## config.mk

```make
export PLATFORM = sky130hd
export DESIGN_NAME = clk_rst_seq_eth
export DESIGN_NICKNAME = d
export VERILOG_FILES = /design/src/rtl/eth_clk_pkg.sv /design/src/rtl/sync_ff_eth.sv /design/src/rtl/clk_rst_seq_eth.sv
export SDC_FILE = /design/constraint.sdc
export NUM_CORES = 1
export LEC_CHECK = 0
export CORE_MARGIN = 2
export CORE_UTILIZATION = 50
export CTS_CLUSTER_DIAMETER = 60
export CTS_CLUSTER_SIZE = 40
export DETAILED_ROUTE_END_ITERATION = 6
export PLACE_DENSITY = 0.81
export SLEW_MARGIN = 20
export SYNTH_ARGS = -nofsm -noshare
export SYNTH_HDL_FRONTEND = slang
export SYNTH_HIERARCHICAL = 1
export SYNTH_SLANG_ARGS = --single-unit
```

## constraint.sdc

```tcl
create_clock -name clk_in -period 4.1 [get_ports clk_in]
set_input_delay 0.82 -clock clk_in [delete_from_list [all_inputs] [get_ports clk_in]]
set_output_delay 0.82 -clock clk_in [all_outputs]
set_load 0.01 [all_outputs]
```

## src/rtl/eth_clk_pkg.sv

```systemverilog
// Shared types and constants for the Ethernet clock/reset sequencer.
package eth_clk_pkg;

  typedef enum logic [1:0] {
    RESET     = 2'd0,
    WAIT_LOCK = 2'd1,
    RELEASE   = 2'd2,
    RUN       = 2'd3
  } rst_seq_st_t;

  localparam int LOSS_CNT_W = 16;

  // Counter width able to hold 0..limit-1, never narrower than one bit.
  function automatic int cnt_w(input int limit);
    return (limit > 1) ? $clog2(limit) : 1;
  endfunction

endpackage

```

## src/rtl/sync_ff_eth.sv

```systemverilog
// Multi-flop synchronizer bringing a single asynchronous bit into the clk_in domain.
module sync_ff_eth #(
  parameter int STAGES = 2
) (
  input  logic clk_in,
  input  logic rst_in,
  input  logic d_i,
  output logic q_o
);

  logic [STAGES-1:0] sync_q;

  // NOTE: sequential state always uses non-blocking assignment so every flop samples pre-edge values.
  always_ff @(posedge clk_in) begin
    if (rst_in) sync_q <= '0;
    else        sync_q <= {sync_q[STAGES-2:0], d_i};
  end

  assign q_o = sync_q[STAGES-1];

endmodule

```

## src/rtl/clk_rst_seq_eth.sv

```systemverilog
// Reset sequencer: filters PLL lock, then releases N_RST resets in staged order.
// Optional lock-loss event counter enabled with `define ETH_CLK_LOSS_CNT_EN.
module clk_rst_seq_eth
  import eth_clk_pkg::*;
#(
  parameter int N_RST            = 3,
  parameter int SYNC_STAGES      = 2,
  parameter int LOCK_FILT_CYCLES = 1024,
  parameter int STAGE_DELAY      = 16
) (
  input  logic                  clk_in,
  input  logic                  rst_in,
  input  logic                  pll_locked_i,
  input  logic                  rst_req_i,
  output logic [N_RST-1:0]      rst_out,
  output logic                  all_ready_o,
  output logic [1:0]            state_o,
  output logic                  lock_lost_o,
  output logic [LOSS_CNT_W-1:0] lock_loss_cnt_o
);

  localparam int FILT_W  = cnt_w(LOCK_FILT_CYCLES);
  localparam int DLY_W   = cnt_w(STAGE_DELAY);
  localparam int STAGE_W = cnt_w(N_RST);

  localparam logic [FILT_W-1:0]  FILT_LAST  = FILT_W'(LOCK_FILT_CYCLES - 1);
  localparam logic [DLY_W-1:0]   DLY_LAST   = DLY_W'(STAGE_DELAY - 1);
  localparam logic [STAGE_W-1:0] STAGE_LAST = STAGE_W'(N_RST - 1);

  logic locked_s;

  sync_ff_eth #(.STAGES(SYNC_STAGES)) u_lock_sync (
    .clk_in (clk_in),
    .rst_in (rst_in),
    .d_i    (pll_locked_i),
    .q_o    (locked_s)
  );

  rst_seq_st_t        state_q, state_d;
  logic [FILT_W-1:0]  filt_cnt_q, filt_cnt_d;
  logic [DLY_W-1:0]   dly_cnt_q, dly_cnt_d;
  logic [STAGE_W-1:0] stage_idx_q, stage_idx_d;
  logic [N_RST-1:0]   rst_q, rst_d;
  logic               ready_q, ready_d;
  logic               lost_q, lost_d;

  always_ff @(posedge clk_in) begin
    if (rst_in) begin
      state_q     <= RESET;
      filt_cnt_q  <= '0;
      dly_cnt_q   <= '0;
      stage_idx_q <= '0;
      rst_q       <= '1;
      ready_q     <= 1'b0;
      lost_q      <= 1'b0;
    end else begin
      state_q     <= state_d;
      filt_cnt_q  <= filt_cnt_d;
      dly_cnt_q   <= dly_cnt_d;
      stage_idx_q <= stage_idx_d;
      rst_q       <= rst_d;
      ready_q     <= ready_d;
      lost_q      <= lost_d;
    end
  end

  // NOTE: every always_comb output gets a default first so no path can infer a latch.
  always_comb begin
    state_d     = state_q;
    filt_cnt_d  = filt_cnt_q;
    dly_cnt_d   = dly_cnt_q;
    stage_idx_d = stage_idx_q;
    rst_d       = rst_q;
    ready_d     = ready_q;
    lost_d      = 1'b0;

    // Lock loss outranks a software request; both restart the lock filter.
    if ((state_q == RELEASE || state_q == RUN) && !locked_s) begin
      state_d    = WAIT_LOCK;
      filt_cnt_d = '0;
      rst_d      = '1;
      ready_d    = 1'b0;
      lost_d     = 1'b1;
    end else if (rst_req_i && state_q != RESET) begin
      state_d    = WAIT_LOCK;
      filt_cnt_d = '0;
      rst_d      = '1;
      ready_d    = 1'b0;
    end else begin
      unique case (state_q)
        RESET: begin
          state_d    = WAIT_LOCK;
          filt_cnt_d = '0;
        end
        WAIT_LOCK: begin
          if (!locked_s) begin
            filt_cnt_d = '0;
          end else if (filt_cnt_q == FILT_LAST) begin
            state_d     = RELEASE;
            stage_idx_d = '0;
            dly_cnt_d   = '0;
          end else begin
            filt_cnt_d = filt_cnt_q + 1'b1;
          end
        end
        RELEASE: begin
          if (dly_cnt_q == DLY_LAST) begin
            rst_d[stage_idx_q] = 1'b0;
            stage_idx_d        = stage_idx_q + 1'b1;
            dly_cnt_d          = '0;
            if (stage_idx_q == STAGE_LAST) begin
              state_d = RUN;
              ready_d = 1'b1;
            end
          end else begin
            dly_cnt_d = dly_cnt_q + 1'b1;
          end
        end
        RUN: begin
          rst_d   = '0;
          ready_d = 1'b1;
        end
        default: state_d = RESET;
      endcase
    end
  end

  assign rst_out     = rst_q;
  assign all_ready_o = ready_q;
  assign state_o     = state_q;
  assign lock_lost_o = lost_q;

`ifdef ETH_CLK_LOSS_CNT_EN
  logic [LOSS_CNT_W-1:0] loss_cnt_q;

  // Counted on the same edge the pulse is raised; saturates instead of wrapping.
  always_ff @(posedge clk_in) begin
    if (rst_in)
      loss_cnt_q <= '0;
    else if (lost_d && loss_cnt_q != '1)
      loss_cnt_q <= loss_cnt_q + 1'b1;
  end

  assign lock_loss_cnt_o = loss_cnt_q;
`else
  assign lock_loss_cnt_o = '0;
`endif

endmodule

```

==> results of run 1 <==
[worst max path at each step]
| stage | to | depth (start not counted) | from | slack (ns) |
|---|---|---|---|---|
| 2_1_floorplan | state_o[0] | 7 | state_o[0] | 2.15 |
| 3_3_place_gp | filt_cnt_q[6] | 4 | rst_in | 1.57 |
| 3_5_place_dp | filt_cnt_q[6] | 4 | rst_in | 1.52 |
| 4_1_cts | filt_cnt_q[6] | 6 | state_o[0] | 1.86 |
| 5_1_grt | filt_cnt_q[6] | 6 | state_o[0] | 1.50 |
| 6_report | filt_cnt_q[6] | 6 | state_o[0] | 1.85 |
[cells in the mapped netlist, types with 2 or more instances]
| master | count |
|---|---|
| nor2b_1 | 4 |
| nand2_1 | 20 |
| clkbuf_1 | 7 |
| nand2b_1 | 2 |
| inv_1 | 7 |
| and4_1 | 2 |
| nand3_1 | 7 |
| o21ai_0 | 13 |
| dfxtp_1 | 25 |
| ha_1 | 10 |
| o41ai_1 | 2 |
| buf_4 | 16 |
| and2_1 | 2 |
| a311oi_1 | 4 |
| nor3_1 | 3 |
| nor2_1 | 7 |
| mux2_2 | 2 |
| a31oi_1 | 5 |
| o311ai_0 | 2 |
| or4_1 | 2 |
| a21oi_1 | 15 |
| o31ai_1 | 4 |
| a41o_1 | 2 |
| and3_1 | 4 |
| mux2i_1 | 2 |
| nand4_1 | 3 |
[routing by layer]
metal  up-vias  GRT usage  part of all wire
met5         -          0                 0
met3         5     0.0260             0.050
li1        672          -                 -
met2        38      0.278              0.44
met1       611      0.262              0.49
met4         0     0.0698             0.015
[cell type report]
class | instances | area (um2) | share of cell area
multi-input cells | 148 | 930 | 0.572
clock buffers | 4 | 26.3 | 0.0162
flip-flops and latches | 25 | 500 | 0.308
inverters | 7 | 26.3 | 0.0162
repair buffers | 10 | 100 | 0.0616
well taps | 33 | 41.3 | 0.0254
[metrics by stage]
step / setup slack, ns / instance area [um2] / hold slack [ns] / utilization / instances
after global routing: 1.50 / 1620 / 0.479 / 0.541 / 227
after global placement: 1.57 / 1600 / 0.444 / 0.532 / 223
after floorplan: 2.15 / 1610 / 0.414 / - / 204
after CTS: 1.86 / 1620 / 0.464 / 0.541 / 227
after detailed placement: 1.52 / 1600 / 0.443 / 0.532 / 223
final: 1.85 / 1620 / 0.461 / 0.541 / 227
[power by group through the flow]
| stage | clock network (mW) | registers, mW | logic [mW] |
|---|---|---|---|
| 2_1_floorplan | 0 | 0.293 | 0.265 |
| 3_3_place_gp | 0 | 0.288 | 0.359 |
| 4_1_cts | 0.117 | 0.284 | 0.362 |
| 3_5_place_dp | 0 | 0.288 | 0.360 |
| 5_1_grt | 0.126 | 0.287 | 0.407 |
| 6_report | 0.115 | 0.283 | 0.366 |
[worst register-to-register path, stage by stage, from the launching register on]
cell and delay (ns):
dfxtp_1 0.45, inv_1 0.11, ha_1 0.43, o21ba_2 0.31, nor3_1 0.54, o21ai_0 0.18, a31oi_1 0.16
[flip-flops by register name, indices dropped and copies added, names as in the netlist]
register / cells
filt_cnt_q: 10
stage_idx_q: 2
lock_lost_o: 1
u_lock_sync/sync_q: 2
state_o: 2
all_ready_o: 1
rst_out: 3
dly_cnt_q: 4
[cells by family after synthesis]
| logic type | after synthesis | synth area share |
|---|---|---|
| and+or+nand+nor | 64 | 0.224 |
| AOI/OAI and AO/OA | 54 | 0.228 |
| buffers and inverters | 31 | 0.115 |
| DFF | 25 | 0.323 |
| adders and majority gates | 10 | 0.0806 |
| muxes | 4 | 0.0274 |
| other | 1 | 0.00242 |
==> report_table.html, run 1 <==
<table>
<tr><th>Metric</th><th>Value</th></tr>
<tr><th colspan="2">Cells and area</th></tr>
<tr><td>Layout fillers</td><td>290</td></tr>
<tr><td>Layout Area Growth over Synthesis</td><td>4.68%</td></tr>
<tr><td>Net count, final</td><td>209</td></tr>
<tr><td>Diodes inserted</td><td>0</td></tr>
<tr><td>Share of layout cells above drive strength 1</td><td>0.0670</td></tr>
<tr><td>Leading cell type in the layout, fill and taps excluded</td><td>dfxtp_1</td></tr>
<tr><td>Highest-count cells in the layout ignoring fill and taps</td><td>dfxtp_1 (25), nand2_1 (20), conb_1 (16)</td></tr>
<tr><th colspan="2">Worst setup path</th></tr>
<tr><td>Sort of element at the end of the critical path</td><td>flop</td></tr>
<tr><td>Worst EP required</td><td>4.36 ns</td></tr>
<tr><td>Delay of the slowest critical-path stage</td><td>0.54 ns</td></tr>
<tr><td>Slowest cell on the critical path</td><td>nor3_1</td></tr>
<tr><td>Setup crit start kind</td><td>flop</td></tr>
<tr><td>Kind of critical path</td><td>reg2reg</td></tr>
<tr><td>Max FO, Critical Path</td><td>20</td></tr>
<tr><td>Reg2Reg Launch Point</td><td>state_o[0]</td></tr>
<tr><td>Critical-path cell list</td><td>inv_1 -&gt; ha_1 -&gt; o21ba_2 -&gt; nor3_1 -&gt; o21ai_0 -&gt; a31oi_1</td></tr>
<tr><td>Worst Path Arrival</td><td>2.51 ns</td></tr>
<tr><td>Buf/Inv on CP</td><td>1</td></tr>
<tr><td>Worst R2R Setup Slack</td><td>1.85 ns</td></tr>
<tr><td>Kind of cell adding the most delay to the critical path</td><td>compound AO/OA/AOI/OAI gates</td></tr>
<tr><td>Depth of the worst register-to-register path</td><td>6</td></tr>
<tr><td>Reg2Reg Capture Point</td><td>filt_cnt_q[6]</td></tr>
<tr><th colspan="2">Clocking</th></tr>
<tr><td>Maximum buffer depth of the clock tree</td><td>2</td></tr>
<tr><td>Root buffer selected by CTS</td><td>clkbuf_4</td></tr>
<tr><td>CTS Buf Count</td><td>3</td></tr>
<tr><td>Clock sinks</td><td>25</td></tr>
<tr><td>Number of hold-repair buffers added at the cts stage</td><td>0</td></tr>
<tr><td>Clock slew at the register clock pins of the worst setup and hold paths</td><td>0.14 ns</td></tr>
<tr><td>Clk Latency, worst-skew pair</td><td>0.33 ns</td></tr>
<tr><td>CTS HTree Levels</td><td>1</td></tr>
<tr><td>Post-cts repair resize count</td><td>0</td></tr>
<tr><td>Post-CTS Setup Repair Bufs</td><td>0</td></tr>
<tr><td>Clock tree from TritonCTS</td><td>yes</td></tr>
<tr><th colspan="2">GRT</th></tr>
<tr><td>Maximum number of pins on one net before global-route repair</td><td>21</td></tr>
<tr><td>Antenna violations before repair</td><td>0</td></tr>
<tr><td>Global-route usage over all layers</td><td>0.183</td></tr>
<tr><td>Wire length of the first global-routing pass</td><td>5.10 mm</td></tr>
<tr><td>Number of global-route vias before repair</td><td>1089</td></tr>
<tr><td>Total grt overflow</td><td>0</td></tr>
<tr><th colspan="2">Min path</th></tr>
<tr><td>Hold Crit Start</td><td>u_lock_sync/sync_q[0]</td></tr>
<tr><td>Worst min path class</td><td>reg2reg</td></tr>
<tr><td>Hold Crit Endpoint</td><td>u_lock_sync/sync_q[1]</td></tr>
<tr><td>Hold path cells</td><td>1</td></tr>
<tr><th colspan="2">Power and ir drop</th></tr>
<tr><td>Comb power frac</td><td>0.479</td></tr>
<tr><td>Power density cells</td><td>471 nW/um2</td></tr>
<tr><td>P_sw</td><td>0.322 mW</td></tr>
<tr><td>Reported leakage power</td><td>0.608 nW</td></tr>
<tr><td>Maximum resistive drop on vdd</td><td>0.428 mV</td></tr>
<tr><td>Reg power frac</td><td>0.370</td></tr>
<tr><td>Proportion of power drawn by the clock network</td><td>0.151</td></tr>
<tr><td>Internal Pwr Total</td><td>0.443 mW</td></tr>
<tr><td>Total power</td><td>0.764 mW</td></tr>
<tr><td>Net Sw Frac</td><td>0.421</td></tr>
<tr><th colspan="2">STA</th></tr>
<tr><td>Setup TNS</td><td>0 ns</td></tr>
<tr><td>Maximum achievable frequency</td><td>444 MHz</td></tr>
<tr><td>Clock period minus final worst setup slack</td><td>2.25 ns</td></tr>
<tr><td>Clock skew</td><td>0.0114 ns</td></tr>
<tr><td>Total of endpoints with negative setup slack in the final report</td><td>0</td></tr>
<tr><td>Normalized max-slew margin</td><td>0.527</td></tr>
<tr><td>Number of pins with negative max-slew slack in the final report</td><td>0</td></tr>
<tr><td>Transition time of the tightest slew-check pin</td><td>0.704 ns</td></tr>
<tr><td>Share of the cycle needed by the critical path after routing</td><td>0.549</td></tr>
<tr><td>Final Hold Fails</td><td>0</td></tr>
<tr><td>Unrepaired setup endpoints after global routing</td><td>false</td></tr>
<tr><th colspan="2">Die</th></tr>
<tr><td>Core Rows</td><td>20</td></tr>
<tr><td>Starting density of the core</td><td>0.517</td></tr>
<tr><td>Die outline height</td><td>59.7 um</td></tr>
<tr><td>Horizontal die dimension</td><td>59.7 um</td></tr>
<tr><td>Core footprint</td><td>3000 um2</td></tr>
<tr><td>Number of I/O pins</td><td>27</td></tr>
<tr><td>Die footprint</td><td>3560 um2</td></tr>
<tr><th colspan="2">Yosys</th></tr>
<tr><td>Top cells by area, synth</td><td>dfxtp_1 (32%), ha_1 (8.1%), buf_4 (7.7%)</td></tr>
<tr><td>Most used flip-flop cell after synthesis</td><td>dfxtp_1</td></tr>
<tr><td>Cell count after synthesis</td><td>189</td></tr>
<tr><td>Fraction of synthesis flops using an asynchronous set or reset pin</td><td>0</td></tr>
<tr><td>Proportion of synthesized chip area in sequential cells</td><td>0.323</td></tr>
<tr><td>Syn Area/Cell</td><td>8.21 um2</td></tr>
<tr><td>Synth Register Bits</td><td>25</td></tr>
<tr><td>Post-synthesis cell type count</td><td>43</td></tr>
<tr><td>Number of enable-type register cells in the synthesized netlist</td><td>0</td></tr>
<tr><td>Cell area after technology mapping</td><td>1550 um2</td></tr>
<tr><td>Area share of the largest cell type after synthesis</td><td>0.323</td></tr>
<tr><td>Biggest area consumer among synthesized cells</td><td>dfxtp_1</td></tr>
<tr><td>YS warnings</td><td>6</td></tr>
<tr><th colspan="2">Route</th></tr>
<tr><td>Vias per cell</td><td>5.84</td></tr>
<tr><td>DRT Wirelength</td><td>3.04 mm</td></tr>
<tr><td>Detailed Routing Iterations Pass 1</td><td>4</td></tr>
<tr><td>Violation count after the first detailed-route iteration</td><td>38</td></tr>
<tr><td>Average routed wire per standard cell</td><td>13.4 um</td></tr>
<tr><td>DRC violations left</td><td>0</td></tr>
<tr><td>Number of nets with antenna violations after routing</td><td>0</td></tr>
<tr><td>Via total after detailed routing</td><td>1326</td></tr>
<tr><th colspan="2">Run</th></tr>
<tr><td>Maximum Capacitance Violations</td><td>0</td></tr>
<tr><th colspan="2">Place</th></tr>
<tr><td>Sum of net half-perimeters after detailed placement</td><td>2.18 mm</td></tr>
<tr><td>Port bufs</td><td>10</td></tr>
<tr><td>RD Place Congestion</td><td>0.824</td></tr>
<tr><th colspan="2">Outcome</th></tr>
<tr><td>Run status</td><td>finished, final reports clean</td></tr>
</table>
Note: power is estimated with default switching activity, not from simulation.
==> run 2, diff against run 1 <==
Settings changed: CORE_UTILIZATION 50 to 47, PLACE_DENSITY 0.81 to 0.8.
Clock period 4.1 ns to 1.9 ns, I/O delays scaled along.
==> run 2 against run 1 <==
Against the previous run:
- total power up 150%
- clock-buffer cell count down 1
- clock power up 110%
- via count up 7.4%
- routed wire length up 3.4%
- global-route usage down 0.13 points
- first-iteration DRC count down 13%
- maximum frequency up 23%
- final cell count up 14%
- combinational power rose to 2.9 times the previous value
- sequential cell count unchanged
- critical path type unchanged
- highest routed layer unchanged
==> report_table.html, run 2 (synthesis results as in run 1) <==
<table>
<tr><th>Metric</th><th>Value</th></tr>
<tr><th colspan="2">Outcome</th></tr>
<tr><td>Run status</td><td>finished, final reports clean</td></tr>
<tr><th colspan="2">Route</th></tr>
<tr><td>Via total after detailed routing</td><td>1424</td></tr>
<tr><td>Average routed wire per standard cell</td><td>12.1 um</td></tr>
<tr><td>DRC violations left</td><td>0</td></tr>
<tr><td>Vias per cell</td><td>5.50</td></tr>
<tr><td>DRT Wirelength</td><td>3.14 mm</td></tr>
<tr><td>Detailed Routing Iterations Pass 1</td><td>4</td></tr>
<tr><td>Number of nets with antenna violations after routing</td><td>0</td></tr>
<tr><td>Violation count after the first detailed-route iteration</td><td>33</td></tr>
<tr><th colspan="2">STA</th></tr>
<tr><td>Maximum achievable frequency</td><td>546 MHz</td></tr>
<tr><td>Clock skew</td><td>0.00670 ns</td></tr>
<tr><td>Number of pins with negative max-slew slack in the final report</td><td>0</td></tr>
<tr><td>Unrepaired setup endpoints after global routing</td><td>true</td></tr>
<tr><td>Clock period minus final worst setup slack</td><td>1.83 ns</td></tr>
<tr><td>Final Hold Fails</td><td>0</td></tr>
<tr><td>Hold Worst Slack</td><td>0.454 ns</td></tr>
<tr><td>Total of endpoints with negative setup slack in the final report</td><td>0</td></tr>
<tr><td>Share of the cycle needed by the critical path after routing</td><td>0.964</td></tr>
<tr><th colspan="2">Cells and area</th></tr>
<tr><td>Post-route cell area</td><td>1820 um2</td></tr>
<tr><td>Biggest register</td><td>filt_cnt_q</td></tr>
<tr><td>Max FFs per register</td><td>10</td></tr>
<tr><td>Diodes inserted</td><td>0</td></tr>
<tr><td>Count of placed standard cells in the final layout, fillers left out</td><td>259</td></tr>
<tr><td>Share of layout cells above drive strength 1</td><td>0.186</td></tr>
<tr><td>Layout fillers</td><td>308</td></tr>
<tr><td>Finished Core Util</td><td>0.587</td></tr>
<tr><td>Net count, final</td><td>230</td></tr>
<tr><td>Layout Area Growth over Synthesis</td><td>17.4%</td></tr>
<tr><td>Leading cell type in the layout, fill and taps excluded</td><td>dfxtp_1</td></tr>
<tr><td>Highest-count cells in the layout ignoring fill and taps</td><td>dfxtp_1 (24), buf_4 (21), nand2_1 (20)</td></tr>
<tr><th colspan="2">Die</th></tr>
<tr><td>Core Rows</td><td>20</td></tr>
<tr><td>Starting density of the core</td><td>0.500</td></tr>
<tr><td>Number of I/O pins</td><td>27</td></tr>
<tr><td>Die footprint</td><td>3780 um2</td></tr>
<tr><td>Horizontal die dimension</td><td>61.5 um</td></tr>
<tr><td>Die outline height</td><td>61.5 um</td></tr>
<tr><td>Core footprint</td><td>3100 um2</td></tr>
<tr><th colspan="2">Worst setup path</th></tr>
<tr><td>Slowest cell on the critical path</td><td>or4_1</td></tr>
<tr><td>Max FO, Critical Path</td><td>6</td></tr>
<tr><td>Worst Path Arrival</td><td>2.09 ns</td></tr>
<tr><td>Setup crit start kind</td><td>flop</td></tr>
<tr><td>Critical-path cell list</td><td>inv_1 -&gt; ha_2 -&gt; nand4_1 -&gt; o31a_1 -&gt; or4_1 -&gt; a21oi_1</td></tr>
<tr><td>Worst EP required</td><td>2.16 ns</td></tr>
<tr><td>Sort of element at the end of the critical path</td><td>flop</td></tr>
<tr><td>Kind of critical path</td><td>reg2reg</td></tr>
<tr><td>Delay of the slowest critical-path stage</td><td>0.48 ns</td></tr>
<tr><th colspan="2">Clocking</th></tr>
<tr><td>CTS HTree Levels</td><td>1</td></tr>
<tr><td>Clock slew at the register clock pins of the worst setup and hold paths</td><td>0.13 ns</td></tr>
<tr><td>CTS Buf Count</td><td>3</td></tr>
<tr><td>Clk Latency, worst-skew pair</td><td>0.32 ns</td></tr>
<tr><td>Clock tree from TritonCTS</td><td>yes</td></tr>
<tr><td>Number of hold-repair buffers added at the cts stage</td><td>0</td></tr>
<tr><td>Root buffer selected by CTS</td><td>clkbuf_4</td></tr>
<tr><td>Clock sinks</td><td>25</td></tr>
<tr><td>Maximum buffer depth of the clock tree</td><td>2</td></tr>
<tr><th colspan="2">Power and ir drop</th></tr>
<tr><td>Maximum resistive drop on vdd</td><td>0.681 mV</td></tr>
<tr><td>Reported leakage power</td><td>0.710 nW</td></tr>
<tr><td>Total power</td><td>1.89 mW</td></tr>
<tr><td>Power density cells</td><td>1040 nW/um2</td></tr>
<tr><th colspan="2">Place</th></tr>
<tr><td>Port bufs</td><td>10</td></tr>
<tr><td>Placed standard-cell area</td><td>1760 um2</td></tr>
<tr><td>Number of placed cells counting well taps</td><td>254</td></tr>
<tr><td>Sum of net half-perimeters after detailed placement</td><td>2.44 mm</td></tr>
<tr><td>RD Place Congestion</td><td>0.881</td></tr>
<tr><th colspan="2">GRT</th></tr>
<tr><td>Global-route usage over all layers</td><td>0.182</td></tr>
<tr><td>Number of global-route vias before repair</td><td>1204</td></tr>
<tr><td>Total grt overflow</td><td>0</td></tr>
<tr><td>Wire length of the first global-routing pass</td><td>5.20 mm</td></tr>
<tr><td>Antenna violations before repair</td><td>0</td></tr>
<tr><td>Maximum number of pins on one net before global-route repair</td><td>15</td></tr>
<tr><th colspan="2">Run</th></tr>
<tr><td>Maximum Capacitance Violations</td><td>0</td></tr>
<tr><th colspan="2">Min path</th></tr>
<tr><td>Worst min path class</td><td>reg2reg</td></tr>
</table>
==> run 2: changes by cell type in the layout (fill, tap and decap cells not counted), sizes merged <==
cell / change
buf: +21
clkbuf: -1
clkinv: +1
==> run 2: layer usage <==
metal,routed length [um],part of all wire,GRT usage
met1,1530,0.49,0.255
met3,137,0.044,0.0252
met2,1420,0.45,0.283
met5,0,0,0
met4,57,0.018,0.0729
==> run 2: worst max-delay path: cells and delay by family, from the launching register on <==
family | cells | cell delay, ns
AO/OA/AOI/OAI | 2 | 0.46
adder cells (fa/ha/maj) | 1 | 0.23
buffers and inverters | 1 | 0.10
flip-flops | 1 | 0.35
AND/OR/NAND/NOR | 2 | 0.63
==> run 2: path summary, 6_finish.rpt <==
kind,startpoint,to,slack [ns],depth (start not counted)
worst max-delay path,state_o[1],dly_cnt_q[0],0.07,6
worst min-delay path,u_lock_sync/sync_q[0],u_lock_sync/sync_q[1],0.45,1
worst max register to register,state_o[1],dly_cnt_q[0],0.07,6
worst min register to register,u_lock_sync/sync_q[0],u_lock_sync/sync_q[1],0.45,1
==> run 2: cell type report <==
| cell class | instances | area, um2 | area share |
|---|---|---|---|
| multi-input cells | 148 | 951 | 0.522 |
| inverters | 7 | 26.3 | 0.0144 |
| clock inverters | 1 | 5.00 | 0.00275 |
| well taps | 44 | 55.1 | 0.0302 |
| repair buffers | 31 | 258 | 0.141 |
| flip-flops and latches | 25 | 504 | 0.277 |
| clock buffers | 3 | 22.5 | 0.0124 |
==> run 2: power by group <==
| group | leakage [nW] | internal, mW | switching, mW |
|---|---|---|---|
| sequential | 0.203 | 0.573 | 0.0337 |
| clock | 0.0177 | 0.0789 | 0.157 |
| combinational | 0.490 | 0.494 | 0.557 |
==> run 2: stage by stage <==
stage | worst slack [ns] | setup TNS (ns)
floorplan | 0.0270 | 0
global placement | 0.00621 | 0
detailed placement | -0.0735 | -0.0735
CTS | 0.0383 | 0
global route | -0.0309 | -0.0547
finish | 0.0679 | 0
==> run 2: what timing repair did <==
action,in CTS,in global routing
gates cloned,0,0
buffers inserted,0,1
setup endpoints to repair,1,6
gates resized for setup,1,5
==> run 3, diff against run 2 <==
Settings changed: ABC_AREA set to 1, CORE_UTILIZATION 47 to 48, PLACE_DENSITY 0.8 to 0.81.
==> run 3 against run 2 <==
Against the previous run:
- combinational power increased by 21%
- global-route usage decreased by 2.3 points
- critical endpoint is now state_o[1]
- core utilization decreased by 5.6 points
- first-iteration DRC count increased by 15%
- final cell count increased by 14%
- sequential share of layout area increased by 0.86 points
- clock power increased by 5%
- largest cell class unchanged
- synthesized cell count increased by 25%
- maximum frequency increased by 4.4%
- critical path depth decreased by 5
- setup slack improved by 0.078 ns
==> report_table.html, run 3 <==
<table>
<tr><th>Metric</th><th>Value</th></tr>
<tr><th colspan="2">STA</th></tr>
<tr><td>Clock skew</td><td>0.0152 ns</td></tr>
<tr><td>Final Hold Fails</td><td>0</td></tr>
<tr><td>Unrepaired setup endpoints after global routing</td><td>false</td></tr>
<tr><td>Hold Worst Slack</td><td>0.418 ns</td></tr>
<tr><td>Setup TNS</td><td>0 ns</td></tr>
<tr><td>Total of endpoints with negative setup slack in the final report</td><td>0</td></tr>
<tr><td>Clock period minus final worst setup slack</td><td>1.75 ns</td></tr>
<tr><td>Share of the cycle needed by the critical path after routing</td><td>0.923</td></tr>
<tr><td>Number of pins with negative max-slew slack in the final report</td><td>0</td></tr>
<tr><td>Maximum achievable frequency</td><td>570 MHz</td></tr>
<tr><th colspan="2">Route</th></tr>
<tr><td>Detailed Routing Iterations Pass 1</td><td>4</td></tr>
<tr><td>Via total after detailed routing</td><td>1371</td></tr>
<tr><td>Vias per cell</td><td>4.65</td></tr>
<tr><td>DRC violations left</td><td>0</td></tr>
<tr><td>Number of nets with antenna violations after routing</td><td>0</td></tr>
<tr><td>DRT Wirelength</td><td>2.93 mm</td></tr>
<tr><td>Violation count after the first detailed-route iteration</td><td>38</td></tr>
<tr><td>Average routed wire per standard cell</td><td>9.93 um</td></tr>
<tr><th colspan="2">GRT</th></tr>
<tr><td>Total grt overflow</td><td>0</td></tr>
<tr><td>Wire length of the first global-routing pass</td><td>5.11 mm</td></tr>
<tr><td>Global-route usage over all layers</td><td>0.159</td></tr>
<tr><td>Number of global-route vias before repair</td><td>1223</td></tr>
<tr><td>Maximum number of pins on one net before global-route repair</td><td>17</td></tr>
<tr><td>Antenna violations before repair</td><td>0</td></tr>
<tr><th colspan="2">Yosys</th></tr>
<tr><td>Cell count after synthesis</td><td>236</td></tr>
<tr><td>Biggest area consumer among synthesized cells</td><td>dfxtp_1</td></tr>
<tr><td>Commonest cells post-synth</td><td>nand2_1 (56), inv_1 (26), nor2_1 (26), dfxtp_1 (25), nand3_1 (24)</td></tr>
<tr><td>Syn Area/Cell</td><td>6.92 um2</td></tr>
<tr><td>Synth Register Bits</td><td>25</td></tr>
<tr><td>Area share of the largest cell type after synthesis</td><td>0.307</td></tr>
<tr><td>Post-synthesis cell type count</td><td>25</td></tr>
<tr><td>Cell with the most instances after synthesis</td><td>nand2_1</td></tr>
<tr><td>YS warnings</td><td>6</td></tr>
<tr><td>Number of enable-type register cells in the synthesized netlist</td><td>0</td></tr>
<tr><td>Cell area after technology mapping</td><td>1630 um2</td></tr>
<tr><td>Top cells by area, synth</td><td>dfxtp_1 (31%), nand2_1 (13%), ha_1 (7.7%)</td></tr>
<tr><td>Most used flip-flop cell after synthesis</td><td>dfxtp_1</td></tr>
<tr><td>Fraction of synthesis flops using an asynchronous set or reset pin</td><td>0</td></tr>
<tr><td>Proportion of synthesized chip area in sequential cells</td><td>0.307</td></tr>
<tr><th colspan="2">Clocking</th></tr>
<tr><td>Clock tree from TritonCTS</td><td>yes</td></tr>
<tr><td>Root buffer selected by CTS</td><td>clkbuf_4</td></tr>
<tr><td>Maximum buffer depth of the clock tree</td><td>2</td></tr>
<tr><td>Clock slew at the register clock pins of the worst setup and hold paths</td><td>0.13 ns</td></tr>
<tr><td>Clock sinks</td><td>25</td></tr>
<tr><td>CTS HTree Levels</td><td>1</td></tr>
<tr><td>Number of hold-repair buffers added at the cts stage</td><td>0</td></tr>
<tr><td>CTS Buf Count</td><td>3</td></tr>
<tr><td>Clk Latency, worst-skew pair</td><td>0.33 ns</td></tr>
<tr><th colspan="2">Worst setup path</th></tr>
<tr><td>Critical-path cell list</td><td>clkdlybuf4s50_1</td></tr>
<tr><td>Setup crit start kind</td><td>flop</td></tr>
<tr><td>Kind of cell adding the most delay to the critical path</td><td>buffers and inverters</td></tr>
<tr><td>Delay of the slowest critical-path stage</td><td>0.58 ns</td></tr>
<tr><td>Worst Path Arrival</td><td>1.37 ns</td></tr>
<tr><td>Sort of element at the end of the critical path</td><td>primary output</td></tr>
<tr><td>Kind of critical path</td><td>reg2out</td></tr>
<tr><td>Max FO, Critical Path</td><td>7</td></tr>
<tr><td>Slowest cell on the critical path</td><td>clkdlybuf4s50_1</td></tr>
<tr><td>Buf/Inv on CP</td><td>1</td></tr>
<tr><td>Worst EP required</td><td>1.52 ns</td></tr>
<tr><td>Worst R2R Setup Slack</td><td>0.22 ns</td></tr>
<tr><th colspan="2">Place</th></tr>
<tr><td>Sum of net half-perimeters after detailed placement</td><td>2.32 mm</td></tr>
<tr><td>Port bufs</td><td>10</td></tr>
<tr><td>RD Place Congestion</td><td>0.862</td></tr>
<tr><th colspan="2">Die</th></tr>
<tr><td>Core Rows</td><td>21</td></tr>
<tr><td>Core footprint</td><td>3310 um2</td></tr>
<tr><td>Die outline height</td><td>62.3 um</td></tr>
<tr><td>Starting density of the core</td><td>0.493</td></tr>
<tr><td>Die footprint</td><td>3880 um2</td></tr>
<tr><td>Horizontal die dimension</td><td>62.3 um</td></tr>
<tr><td>Number of I/O pins</td><td>27</td></tr>
<tr><th colspan="2">Cells and area</th></tr>
<tr><td>Sequential cell area</td><td>502 um2</td></tr>
<tr><td>Layout fillers</td><td>352</td></tr>
<tr><td>Layout Area Growth over Synthesis</td><td>7.66%</td></tr>
<tr><td>Finished Core Util</td><td>0.531</td></tr>
<tr><td>Max FFs per register</td><td>10</td></tr>
<tr><td>Biggest register</td><td>filt_cnt_q</td></tr>
<tr><td>Share of layout cells above drive strength 1</td><td>0.112</td></tr>
<tr><td>Diodes inserted</td><td>0</td></tr>
<tr><td>Footprint of the multi-input gates</td><td>937 um2</td></tr>
<tr><td>Leading cell type in the layout, fill and taps excluded</td><td>nand2_1</td></tr>
<tr><td>Highest-count cells in the layout ignoring fill and taps</td><td>nand2_1 (56), inv_1 (26), nor2_1 (26)</td></tr>
<tr><td>Net count, final</td><td>264</td></tr>
<tr><th colspan="2">Power and ir drop</th></tr>
<tr><td>Net Sw Frac</td><td>0.486</td></tr>
<tr><td>Comb power frac</td><td>0.584</td></tr>
<tr><td>Proportion of power drawn by the clock network</td><td>0.113</td></tr>
<tr><td>Internal Pwr Total</td><td>1.12 mW</td></tr>
<tr><td>Reported leakage power</td><td>0.777 nW</td></tr>
<tr><td>P_sw</td><td>1.06 mW</td></tr>
<tr><td>Power density cells</td><td>1240 nW/um2</td></tr>
<tr><td>Reg power frac</td><td>0.303</td></tr>
<tr><td>Maximum resistive drop on vdd</td><td>0.936 mV</td></tr>
<tr><th colspan="2">Outcome</th></tr>
<tr><td>Run status</td><td>finished, final reports clean</td></tr>
<tr><th colspan="2">Run</th></tr>
<tr><td>Maximum Capacitance Violations</td><td>0</td></tr>
<tr><th colspan="2">Min path</th></tr>
<tr><td>Worst min path class</td><td>reg2reg</td></tr>
</table>
-- run 3: repair_timing --
item,CTS,global route
gates resized for setup,0,2
setup buffers,0,0
endpoints found under the setup margin,0,7
-- run 3: per-layer routing --
metal	vias up	track usage	routed length (um)
met5	-	0	0
met4	0	0.0417	21
met3	2	0.0181	62
met2	17	0.295	1440
met1	611	0.195	1400
li1	741	-	-
-- run 3: worst min-delay path: cells and delay by family (launching register included) --
family / cells / cell delay, ns
DFF: 1 / 0.32
buffers and inverters: 1 / 0.04
and+or+nand+nor: 1 / 0.03
-- run 3: power by group through the flow --
stage | clock (mW) | combinational [mW] | sequential (mW)
2_1_floorplan | 0 | 1.04 | 0.677
3_3_place_gp | 0 | 1.26 | 0.667
3_5_place_dp | 0 | 1.26 | 0.669
4_1_cts | 0.257 | 1.26 | 0.658
5_1_grt | 0.287 | 1.45 | 0.672
6_report | 0.247 | 1.27 | 0.661
-- run 3: logic make-up after synthesis --
group / after synthesis / synth area share
compound gates: 24 / 0.0805
xor+xnor: 1 / 0.00536
fa+ha+maj: 10 / 0.0766
buf+inv: 48 / 0.157
flops: 25 / 0.307
other cells: 1 / 0.00230
simple gates: 127 / 0.372
-- run 3: final cells by class --
class	count	area share
multi-input combinational	178	0.533
sequential	25	0.285
timing repair buffer	13	0.0698
inverter	29	0.0619
tap	46	0.0327
clock buffer	3	0.0128
clock inverter	1	0.00427
-- run 3: worst paths after layout --
kind / cells past startpoint / endpoint / startpoint
setup / recovery: 1 / state_o[1] / state_o[1]
hold / removal: 2 / u_lock_sync/sync_q[1] / u_lock_sync/sync_q[0]
setup reg to reg: 9 / stage_idx_q[0] / filt_cnt_q[1]
hold reg to reg: 2 / u_lock_sync/sync_q[1] / u_lock_sync/sync_q[0]
-- run 3: through the flow --
step	std cells	power [mW]	setup WS, ns	cell area [um2]
final	295	2.18	0.146	1760
after global routing	295	2.41	0.0399	1760
after CTS	295	2.18	0.133	1750
after detailed placement	291	1.93	0.150	1720
after global placement	291	1.92	0.205	1720
after floorplan	251	1.72	0.323	1690
